<file path="src/rtl/motor_ctrl_pkg.sv">
// Shared types for the multi-channel limit-switch motor controller: FSM state encoding and fault codes.
// Pure declarations; no latency or backpressure of its own.
package motor_ctrl_pkg;

    typedef enum logic [2:0] {
        IDLE    = 3'd0,
        MOVE_UP = 3'd1,
        MOVE_DN = 3'd2,
        DWELL   = 3'd3,
        FAULT   = 3'd4
    } mc_state_e;

    localparam logic [1:0] FC_NONE    = 2'b00;
    localparam logic [1:0] FC_TIMEOUT = 2'b01;
    localparam logic [1:0] FC_BOTH    = 2'b10;

    // Dead-time counter width; at least one bit even when the dwell is disabled.
    function automatic int dw_width(input int n);
        return (n <= 1) ? 1 : $clog2(n);
    endfunction

endpackage

</file>
<file path="src/rtl/motor_ctrl_ch.sv">
// One motor channel: Moore FSM with travel timeout, reversal dead-time and optional travel log (MOTOR_CTRL_TRAVEL_LOG_EN).
// Latency: inputs sampled on an edge are reflected on the registered outputs right after that edge.
// Backpressure: none; level-sensitive run request, clear_fault is only honoured while in FAULT.
module motor_ctrl_ch
    import motor_ctrl_pkg::*;
#(
    parameter int TIMEOUT_W    = 16,
    parameter int TIMEOUT_CYC  = 1000,
    parameter int DEADTIME_CYC = 8
) (
    input  logic                 clk,
    input  logic                 rst,
    input  logic                 activate,
    input  logic                 up_max,
    input  logic                 dn_max,
    input  logic                 dir,
    input  logic                 clear_fault,
    output logic                 up_m,
    output logic                 dn_m,
    output logic                 busy,
    output logic                 fault,
    output logic [1:0]           fault_code
`ifdef MOTOR_CTRL_TRAVEL_LOG_EN
    ,
    output logic [TIMEOUT_W-1:0] travel_cyc
`endif
);

    localparam int DW_W = dw_width(DEADTIME_CYC);
    localparam logic [TIMEOUT_W-1:0] CNT_LAST = TIMEOUT_W'(TIMEOUT_CYC - 1);
    localparam logic [DW_W-1:0]      DW_LAST  = DW_W'((DEADTIME_CYC > 0) ? DEADTIME_CYC - 1 : 0);

    mc_state_e            state_q, state_d;
    logic [TIMEOUT_W-1:0] cnt_q, cnt_d;
    logic [DW_W-1:0]      dw_q, dw_d;
    logic [1:0]           fc_q, fc_d;
    logic                 lim;
    logic                 stop;

    always_comb begin
        state_d = state_q;
        cnt_d   = '0;
        dw_d    = '0;
        fc_d    = fc_q;
        lim     = 1'b0;
        stop    = 1'b0;
        if (state_q != FAULT && up_max && dn_max) begin
            state_d = FAULT;
            fc_d    = FC_BOTH;
        end else begin
            case (state_q)
                IDLE: begin
                    if (activate) begin
                        if (up_max)      state_d = MOVE_DN;
                        else if (dn_max) state_d = MOVE_UP;
                        else if (dir)    state_d = MOVE_UP;
                        else             state_d = MOVE_DN;
                    end
                end
                MOVE_UP, MOVE_DN: begin
                    lim = (state_q == MOVE_UP) ? up_max : dn_max;
                    // Limit beats abort, abort beats timeout.
                    if (lim || !activate) begin
                        stop = 1'b1;
                    end else if (cnt_q == CNT_LAST) begin
                        state_d = FAULT;
                        fc_d    = FC_TIMEOUT;
                    end else begin
                        cnt_d = cnt_q + 1'b1;
                    end
                end
                DWELL: begin
                    if (dw_q == DW_LAST) state_d = IDLE;
                    else                 dw_d    = dw_q + 1'b1;
                end
                FAULT: begin
                    if (clear_fault) begin
                        state_d = IDLE;
                        fc_d    = FC_NONE;
                    end
                end
                default: state_d = IDLE;
            endcase
            if (stop) begin
                if (DEADTIME_CYC == 0) state_d = IDLE;
                else                   state_d = DWELL;
            end
        end
    end

    always_ff @(posedge clk or negedge rst) begin
        if (!rst) begin
            state_q <= IDLE;
            cnt_q   <= '0;
            dw_q    <= '0;
            fc_q    <= FC_NONE;
        end else begin
            state_q <= state_d;
            cnt_q   <= cnt_d;
            dw_q    <= dw_d;
            fc_q    <= fc_d;
        end
    end

    assign up_m       = (state_q == MOVE_UP);
    assign dn_m       = (state_q == MOVE_DN);
    assign busy       = (state_q != IDLE);
    assign fault      = (state_q == FAULT);
    assign fault_code = fc_q;

`ifdef MOTOR_CTRL_TRAVEL_LOG_EN
    logic [TIMEOUT_W-1:0] trav_q, trav_d;
    logic                 lim_stop;

    // Only a move ended by its own limit is logged; the both-limits fault takes priority.
    assign lim_stop = (state_q == MOVE_UP && up_max && !dn_max) ||
                      (state_q == MOVE_DN && dn_max && !up_max);

    always_comb begin
        trav_d = trav_q;
        if (lim_stop) trav_d = cnt_q + 1'b1;
    end

    always_ff @(posedge clk or negedge rst) begin
        if (!rst) trav_q <= '0;
        else      trav_q <= trav_d;
    end

    assign travel_cyc = trav_q;
`endif

endmodule

</file>
<file path="src/rtl/motor_ctrl_mc.sv">
// CHANNELS independent limit-switch motor controllers packed onto flat vectors (MOTOR_CTRL_TRAVEL_LOG_EN adds travel_cyc).
// Latency: one edge from sampled inputs to registered outputs, identical for every channel.
// Backpressure: none; channels share no arbitration.
module motor_ctrl_mc
    import motor_ctrl_pkg::*;
#(
    parameter int CHANNELS     = 4,
    parameter int TIMEOUT_W    = 16,
    parameter int TIMEOUT_CYC  = 1000,
    parameter int DEADTIME_CYC = 8
) (
    input  logic                          clk,
    input  logic                          rst,
    input  logic [CHANNELS-1:0]           activate,
    input  logic [CHANNELS-1:0]           up_max,
    input  logic [CHANNELS-1:0]           dn_max,
    input  logic [CHANNELS-1:0]           dir,
    input  logic [CHANNELS-1:0]           clear_fault,
    output logic [CHANNELS-1:0]           up_m,
    output logic [CHANNELS-1:0]           dn_m,
    output logic [CHANNELS-1:0]           busy,
    output logic [CHANNELS-1:0]           fault,
    output logic [2*CHANNELS-1:0]         fault_code
`ifdef MOTOR_CTRL_TRAVEL_LOG_EN
    ,
    output logic [CHANNELS*TIMEOUT_W-1:0] travel_cyc
`endif
);

    for (genvar i = 0; i < CHANNELS; i++) begin : g_ch
        motor_ctrl_ch #(
            .TIMEOUT_W   (TIMEOUT_W),
            .TIMEOUT_CYC (TIMEOUT_CYC),
            .DEADTIME_CYC(DEADTIME_CYC)
        ) u_ch (
            .clk        (clk),
            .rst        (rst),
            .activate   (activate[i]),
            .up_max     (up_max[i]),
            .dn_max     (dn_max[i]),
            .dir        (dir[i]),
            .clear_fault(clear_fault[i]),
            .up_m       (up_m[i]),
            .dn_m       (dn_m[i]),
            .busy       (busy[i]),
            .fault      (fault[i]),
            .fault_code (fault_code[2*i+1:2*i])
`ifdef MOTOR_CTRL_TRAVEL_LOG_EN
            ,
            .travel_cyc (travel_cyc[i*TIMEOUT_W +: TIMEOUT_W])
`endif
        );
    end

endmodule
</file>
<file path="config.mk">
export PLATFORM = sky130hd
export DESIGN_NAME = motor_ctrl_mc
export DESIGN_NICKNAME = d
export VERILOG_FILES = /design/src/rtl/motor_ctrl_pkg.sv /design/src/rtl/motor_ctrl_ch.sv /design/src/rtl/motor_ctrl_mc.sv
export SDC_FILE = /design/constraint.sdc
export NUM_CORES = 1
export LEC_CHECK = 0
export CAP_MARGIN = 0
export CORE_MARGIN = 2
export CORE_UTILIZATION = 63
export CTS_CLUSTER_SIZE = 12
export DETAILED_ROUTE_END_ITERATION = 7
export PLACE_DENSITY = 0.86
export REMOVE_ABC_BUFFERS = 1
export SYNTH_ARGS = -nofsm -noshare
export SYNTH_HDL_FRONTEND = slang
export SYNTH_SLANG_ARGS = --single-unit
</file>
<file path="constraint.sdc">
create_clock -name clk -period 3.8 [get_ports clk]
set_clock_uncertainty 0.1 [all_clocks]
set_input_delay 0.76 -clock clk [delete_from_list [all_inputs] [get_ports clk]]
set_output_delay 0.76 -clock clk [all_outputs]
set_load 0.05 [all_outputs]
</file>
==> key figures, run 1 <==
Outcome
  – Status: finished, final reports clean

Place
  – Place WS: ~0.63 ns
  – Placer congestion estimate: 0.8535
  – Cells after DPL: around 700
  – Input/output buffers: 45
  – Placed Area: a little under 6000 um^2
  – Detailed placement HPWL: 7292 um

Die
  – DIE AREA: 9295 um^2
  – Initial core utilization: between 60% and 70%
  – Core ar.: slightly above 8000 um^2
  – Die H: roughly 96 um
  – Std-Cell Rows: 33
  – Die X: a little under 100 um
  – I/O pins: 46

Clock tree
  – # resized after CTS: 0
  – Clk_lat worst skew: 0.37 ns
  – TritonCTS buffer count: 9
  – Clk buf depth: 2
  – H-tree levels: 3
  – Setup bufs post-CTS: 0
  – Clk sinks: 96
  – CTS hold repair buffers: 0
  – Clock slew at reported path FFs: 0.11 ns
  – TritonCTS clock tree: done
  – Clock Tree Root: clkbuf_8

Worst hold path
  – Type of the worst min-delay path: reg -> reg

Timing
  – Fin. max-slew vios: 0
  – RSZ-0062 raised after global routing: false
  – Relative slew slack: approximately half
  – Worst setup margin: 0.6209 ns
  – Final Cycle Share: between 80% and 90%
  – Minimum clock period: around 3.2 ns
  – Worst Max-Slew Pin Slew: about 0.77 ns
  – FMAX: 314.6 MHz
  – Hold Slack: around 0.34 ns
  – Final setup fails: 0
  – Count of final hold-check violations: 0
  – Final setup TNS: 0 ns

Power
  – Pwr Total: ~3.4 mW
  – Switch Pwr: around 1.4 mW
  – LEAKAGE: about 2.6 nW
  – IR drop worst, VDD: 0.0004767 V
  – Internal Pwr Total: approximately 2.0 mW
  – Logic pwr share: between 40 and 50%
  – Switching share of total power: roughly 42%
  – Sequential Power Share: 38.6%
  – Power per Cell Area: between 500 and 600 nW/um^2
  – Clock power share: a little under a fifth

Synthesis
  – Post-Synth Simple-Gate Area: roughly 27%
  – Area leader, netlist: dfrtp_1
  – Main combinational cell family by area after synthesis: simple AND/OR/NAND/NOR gates
  – Synth Area per Inst: 9.276 um^2
  – Mapped Cells: 580
  – Compound-gate portion of the synthesized area: 8.651%
  – Number of synthesized flops with an enable pin: 0
  – Mux cell area share after synthesis: 1.953%
  – Xor-xnor portion of the synthesized cell area: under 10%
  – Mapped cell area: 5380 um^2
  – FFs w/ async S/R, synth: 100.0%
  – Seq/Total Area, Yosys: ~45%
  – Adder-Cell Fraction of Synth Area: about 2.8%
  – #FFs+latches synth: 96
  – Count of warnings emitted by yosys: 0
  – Most used DFF post-synth: dfrtp_1
  – Synth top area share: between 40% and 50%
  – Netlist cell types: slightly above 60
  – Largest cells by area after synthesis: dfrtp_1, nor2_1, xnor2_1

Layout
  – Area of the multi-input gates: between 2000 and 3000 um^2
  – Layout area overhead: 11.02%
  – Core Util, Final: 72.33%
  – Final cell count without fillers: around 720
  – Layout Cell Area excl Fill: between 5000 and 6000 um^2
  – # fillers: 608
  – Sequential cell area: 2402 um^2
  – Ratio of cells with drive above 1 in the final layout: 6.885%
  – Diodes inserted: 0
  – Layout Nets: about 640

Global route
  – Gr usage total: 23.43%
  – Initial antenna violation count: 0
  – Largest net degree at the start of global routing: 64
  – First-pass GRT wire length: 17170 um
  – Grt ovf: 0
  – Vias in the first global route: 3920

Setup path
  – Cell Chain, Critical Path: or3b_2, inv_1, clkdlybuf4s50_1
  – Worst path bufs/invs: 2
  – Worst path slowest cell: clkdlybuf4s50_1
  – Data arrival time of the worst path: between 2 and 2.5 ns
  – RR Startpoint: g_ch[3].u_ch.state_q[0]$_DFFE_PN0P_
  – CP Launch Type: register
  – Setup CP Type: reg -> out
  – Critical path depth: 3
  – CP top delay family: buffers and inverters
  – Register-to-Register Path Depth: 5
  – Critical Path Sink Type: output pin
  – Reg-to-reg endpoint: g_ch[3].u_ch.state_q[1]$_DFFE_PN0P_
  – Worst path required time: 2.94 ns
  – Worst Setup SP: g_ch[3].u_ch.state_q[2]$_DFFE_PN0P_
  – CP endpoint: fault[3]
  – Reg-to-reg slack, setup: 1.04 ns
  – CP peak stage delay: about 0.80 ns
  – Crit path max fanout: 11

Detailed routing
  – Routed WL: between 10000 and 15000 um
  – Avg WL per Cell: 14.18 um
  – DR iter-0 viols: 170
  – Vias: 4112
  – Post-route DRC: 0
  – ANT nets after route: 0
  – Pre-antenna DRT Iters: 5
  – Via-to-Cell Ratio: 5.751

Run
  – MaxCap Viol Count: 0
-- worst min path at each step --
stage               slack (ns)  cells after the start                      startpoint                              to
finish                    0.34                      1  g_ch[0].u_ch.dw_q[0]$_DFF_PN0_  g_ch[0].u_ch.dw_q[0]$_DFF_PN0_
global route              0.36                      1  g_ch[0].u_ch.dw_q[0]$_DFF_PN0_  g_ch[0].u_ch.dw_q[0]$_DFF_PN0_
CTS                       0.35                      1  g_ch[0].u_ch.dw_q[0]$_DFF_PN0_  g_ch[0].u_ch.dw_q[0]$_DFF_PN0_
detailed placement        0.33                      1  g_ch[0].u_ch.dw_q[0]$_DFF_PN0_  g_ch[0].u_ch.dw_q[0]$_DFF_PN0_
global placement          0.32                      1  g_ch[2].u_ch.dw_q[0]$_DFF_PN0_  g_ch[2].u_ch.dw_q[0]$_DFF_PN0_
floorplan                 0.31                      1  g_ch[0].u_ch.dw_q[0]$_DFF_PN0_  g_ch[0].u_ch.dw_q[0]$_DFF_PN0_
-- routing by layer --
metal,up-vias,global-route usage (%),share of wire (%)
met2,74,39.12,51
li1,2037,-,-
met4,0,7.746,1.1
met5,-,0,0
met1,1990,30.96,45
met3,11,4.500,3.0
-- cells in the final DEF, fill, tap and decap left out, types with 4 or more instances in the layout --
cell | synthesis | routed
nor2_1 | 98 | 98
dfrtp_1 | 96 | 96
clkdlybuf4s50_1 | 0 | 44
nand2_1 | 32 | 32
xnor2_1 | 29 | 29
xor2_1 | 29 | 29
nand3_1 | 26 | 26
inv_1 | 26 | 26
nor3_1 | 16 | 16
o21ai_0 | 15 | 15
a21oi_1 | 14 | 14
nor2b_1 | 14 | 14
ha_1 | 12 | 12
nand4_1 | 11 | 11
nand2b_1 | 11 | 11
and3_1 | 11 | 11
clkbuf_8 | 0 | 9
and2_1 | 7 | 7
or4_1 | 6 | 6
or3b_2 | 6 | 6
or2_2 | 5 | 5
buf_4 | 16 | 5
nor3b_1 | 4 | 4
mux2_1 | 4 | 4
nor4_1 | 4 | 4
nand3b_1 | 4 | 4
o21bai_1 | 4 | 4
o31ai_1 | 4 | 4
-- layout make-up --
class	instances	area share, %
multi-input combinational	423	44.93
clock inverter	7	0.9426
timing repair buffer	49	8.002
inverter	26	1.634
sequential	96	40.22
tap	105	2.199
clock buffer	9	2.074
-- registers in the layout, indices dropped and copies added (netlist names) --
signal,count
g_ch.u_ch.fault_code,8
g_ch.u_ch.state_q,12
g_ch.u_ch.dw_q,12
g_ch.u_ch.cnt_q,64
-- power by group through the flow --
stage               Combinational (mW)  Sequential (mW)  Clock [mW]
floorplan                        0.908             1.43           0
global placement                  1.43             1.31           0
detailed placement                1.46             1.33           0
CTS                               1.47             1.30       0.629
global route                      1.58             1.33       0.675
finish                            1.46             1.31       0.617
-- cells in the mapped netlist (3+ instances only) --
| library cell | n |
|---|---|
| nor2_1 | 98 |
| dfrtp_1 | 96 |
| nand2_1 | 32 |
| xnor2_1 | 29 |
| xor2_1 | 29 |
| inv_1 | 26 |
| nand3_1 | 26 |
| buf_4 | 16 |
| nor3_1 | 16 |
| clkbuf_1 | 15 |
| o21ai_0 | 15 |
| a21oi_1 | 14 |
| nor2b_1 | 14 |
| ha_1 | 12 |
| and3_1 | 11 |
| nand2b_1 | 11 |
| nand4_1 | 11 |
| and2_1 | 7 |
| or3b_2 | 6 |
| or4_1 | 6 |
| or2_2 | 5 |
| buf_2 | 4 |
| mux2_1 | 4 |
| nand3b_1 | 4 |
| nor3b_1 | 4 |
| nor4_1 | 4 |
| o21bai_1 | 4 |
| o31ai_1 | 4 |
| a21boi_0 | 3 |
| a22oi_1 | 3 |
| a31o_2 | 3 |
| and4_1 | 3 |
| mux2i_1 | 3 |
| nor4b_1 | 3 |
| nor4bb_1 | 3 |
| or3_1 | 3 |
-- cell families (layout without fill, tap and decap cells) --
| kind of cell | after synthesis | in the layout |
|---|---|---|
| buffers and inverters | 61 | 91 |
| XOR/XNOR | 58 | 58 |
| AND/OR/NAND/NOR | 275 | 275 |
| AO/OA/AOI/OAI | 69 | 69 |
| flip-flops | 96 | 96 |
| multiplexers | 9 | 9 |
| adder cells (fa/ha/maj) | 12 | 12 |
Note: power is estimated with default switching activity, not from simulation.
==> run 2, diff against run 1 <==
--- a/config.mk
+++ b/config.mk
@@ -7,10 +7,10 @@
 export LEC_CHECK = 0
 export CAP_MARGIN = 0
 export CORE_MARGIN = 2
-export CORE_UTILIZATION = 63
+export CORE_UTILIZATION = 58
 export CTS_CLUSTER_SIZE = 12
 export DETAILED_ROUTE_END_ITERATION = 7
-export PLACE_DENSITY = 0.86
+export PLACE_DENSITY = 0.8
 export REMOVE_ABC_BUFFERS = 1
 export SYNTH_ARGS = -nofsm -noshare
 export SYNTH_HDL_FRONTEND = slang
==> constraint.sdc (replaced) <==
create_clock -name clk -period 3.05 [get_ports clk]
set_clock_uncertainty 0.1 [all_clocks]
set_input_delay 0.61 -clock clk [delete_from_list [all_inputs] [get_ports clk]]
set_output_delay 0.61 -clock clk [all_outputs]
set_load 0.05 [all_outputs]
==> key figures, run 2 (same netlist as run 1, synthesis figures left out) <==
Place
  – Input/output buffers: between 40 and 50
  – Placer congestion estimate: ~0.85
  – Place WS: between 0.4 and 0.5 ns
  – Detailed placement HPWL: approximately 6900 um

Power
  – Internal Pwr Total: 2.513 mW
  – Clock power share: between 15 and 20%
  – Power per Cell Area: roughly 710 nW/um^2
  – Sequential Power Share: 38.1%
  – Switch Pwr: between 1.5 and 2 mW
  – LEAKAGE: 2.614 nW
  – IR drop worst, VDD: 0.0005273 V
  – Switching share of total power: about two fifths
  – Logic pwr share: ~42%
  – Pwr Total: between 4 and 5 mW

Clock tree
  – Clock slew at reported path FFs: around 0.10 ns
  – TritonCTS clock tree: done
  – Clk sinks: between 90 and 100
  – Clk buf depth: 2
  – Clk_lat worst skew: between 0.3 and 0.4 ns
  – TritonCTS buffer count: 9
  – Clock Tree Root: clkbuf_8
  – H-tree levels: 3

Layout
  – Layout area overhead: 12.07%
  – Largest regs: g_ch.u_ch.cnt_q: 64 flops, g_ch.u_ch.dw_q: 12 flops, g_ch.u_ch.state_q: 12 flops
  – Ratio of cells with drive above 1 in the final layout: slightly above 7%
  – Layout Nets: 640
  – Diodes inserted: 0
  – Largest register FFs: between 60 and 70
  – Most common cell after layout, fill and taps aside: nor2_1
  – Most frequent cells in the layout: nor2_1, dfrtp_1, clkdlybuf4s50_1
  – # fillers: a little over 700
  – Core Util, Final: between 60% and 70%
  – Most flops, register: g_ch.u_ch.cnt_q

Setup path
  – Register-to-Register Path Depth: 5
  – Setup CP Type: reg -> out
  – Reg-to-reg slack, setup: about 0.65 ns
  – Worst path bufs/invs: 1
  – Data arrival time of the worst path: 2.17 ns
  – Critical Path Sink Type: output pin
  – Worst path required time: 2.34 ns
  – Reg-to-reg endpoint: g_ch[3].u_ch.state_q[1]$_DFFE_PN0P_
  – Worst path slowest cell: clkdlybuf4s50_1
  – CP Launch Type: register
  – Cell Chain, Critical Path: nor3b_1, clkdlybuf4s50_1
  – Crit path max fanout: 12
  – RR Startpoint: g_ch[3].u_ch.state_q[0]$_DFFE_PN0P_
  – CP top delay family: buffers and inverters
  – CP peak stage delay: slightly below 0.9 ns

Die
  – Core ar.: 9109 um^2
  – Std-Cell Rows: 35
  – I/O pins: 46
  – Die H: between 100 and 150 um
  – Initial core utilization: between 50% and 60%
  – DIE AREA: a little over 10000 um^2
  – Die X: 100.3 um

Timing
  – Worst Max-Slew Pin Slew: 0.6763 ns
  – FMAX: around 350 MHz
  – Relative slew slack: around 54%
  – Count of final hold-check violations: 0
  – Fin. max-slew vios: 0
  – Worst setup margin: between 0.15 and 0.2 ns
  – Final setup fails: 0
  – Minimum clock period: 2.876 ns
  – Hold Slack: around 0.14 ns
  – RSZ-0062 raised after global routing: false
  – Final Cycle Share: 94.29%

Detailed routing
  – Avg WL per Cell: between 10 and 15 um
  – Pre-antenna DRT Iters: 5
  – ANT nets after route: 0
  – Vias: between 4000 and 5000
  – Routed WL: 9633 um
  – Post-route DRC: 0
  – DR iter-0 viols: around 160
  – Via-to-Cell Ratio: about 5.6

Run
  – MaxCap Viol Count: 0

Global route
  – Largest net degree at the start of global routing: between 40 and 50
  – Gr usage total: about a fifth
  – Initial antenna violation count: 0
  – Grt ovf: 0
  – Vias in the first global route: 3811
  – First-pass GRT wire length: between 15000 and 20000 um

Worst hold path
  – Type of the worst min-delay path: in -> async

Outcome
  – Status: finished, final reports clean
==> run 2: what timing repair did <==
action | CTS | global route
endpoints found under the setup margin | 0 | 2
hold buffers | 0 | 0
resized for setup | 0 | 2
buffers inserted | 0 | 0
==> run 2: final cells by class <==
cell class	instances	area, um^2	share of cell area, %
Multi-Input combinational cell	423	2684	44.51
Sequential cell	96	2402	39.84
Timing Repair Buffer	50	503.0	8.342
Tap cell	111	138.9	2.303
Clock buffer	9	123.9	2.054
Inverter	26	97.59	1.619
Clock inverter	7	80.08	1.328
==> run 2: how the worst max path moves through the flow <==
stage,start,endpoint,slack [ns],cells past startpoint
finish,g_ch[1].u_ch.state_q[0]$_DFFE_PN0P_,up_m[1],0.17,2
global route,g_ch[1].u_ch.state_q[0]$_DFFE_PN0P_,up_m[1],0.03,2
CTS,g_ch[3].u_ch.state_q[2]$_DFFE_PN0P_,fault[3],0.02,3
detailed placement,dn_max[3],g_ch[3].u_ch.state_q[1]$_DFFE_PN0P_,0.40,6
global placement,g_ch[3].u_ch.state_q[2]$_DFFE_PN0P_,fault[3],0.47,3
floorplan,g_ch[3].u_ch.state_q[0]$_DFFE_PN0P_,g_ch[3].u_ch.state_q[1]$_DFFE_PN0P_,-0.42,5
==> run 2: power groups by stage <==
| stage | registers [mW] | clock network, mW | logic, mW |
|---|---|---|---|
| floorplan | 1.78 | 0 | 1.13 |
| global placement | 1.63 | 0 | 1.79 |
| detailed placement | 1.65 | 0 | 1.82 |
| CTS | 1.62 | 0.862 | 1.83 |
| global route | 1.66 | 0.906 | 1.96 |
| finish | 1.63 | 0.832 | 1.81 |
==> run 2: per-stage QoR <==
step	instance area, um^2	std cells	setup TNS [ns]
final	6030	722	0
after global routing	6030	722	0
after CTS	6025	722	0
after detailed placement	5821	706	0
after global placement	5821	706	0
after floorplan	5184	545	-1.641
==> run 2: per-layer routing <==
| metal | part of all wire [%] | track usage [%] |
|---|---|---|
| met1 | 48 | 27.22 |
| met2 | 48 | 33.30 |
| met3 | 2.8 | 3.273 |
| met4 | 1.5 | 7.482 |
| met5 | 0 | 0 |
==> run 2: worst reg2reg max path, delay by kind of cell, from the launching register on <==
| kind | cells | cell delay (ns) |
|---|---|---|
| muxes | 2 | 0.68 |
| DFF | 1 | 0.54 |
| and+or+nand+nor | 2 | 0.57 |
| AOI/OAI and AO/OA | 1 | 0.39 |
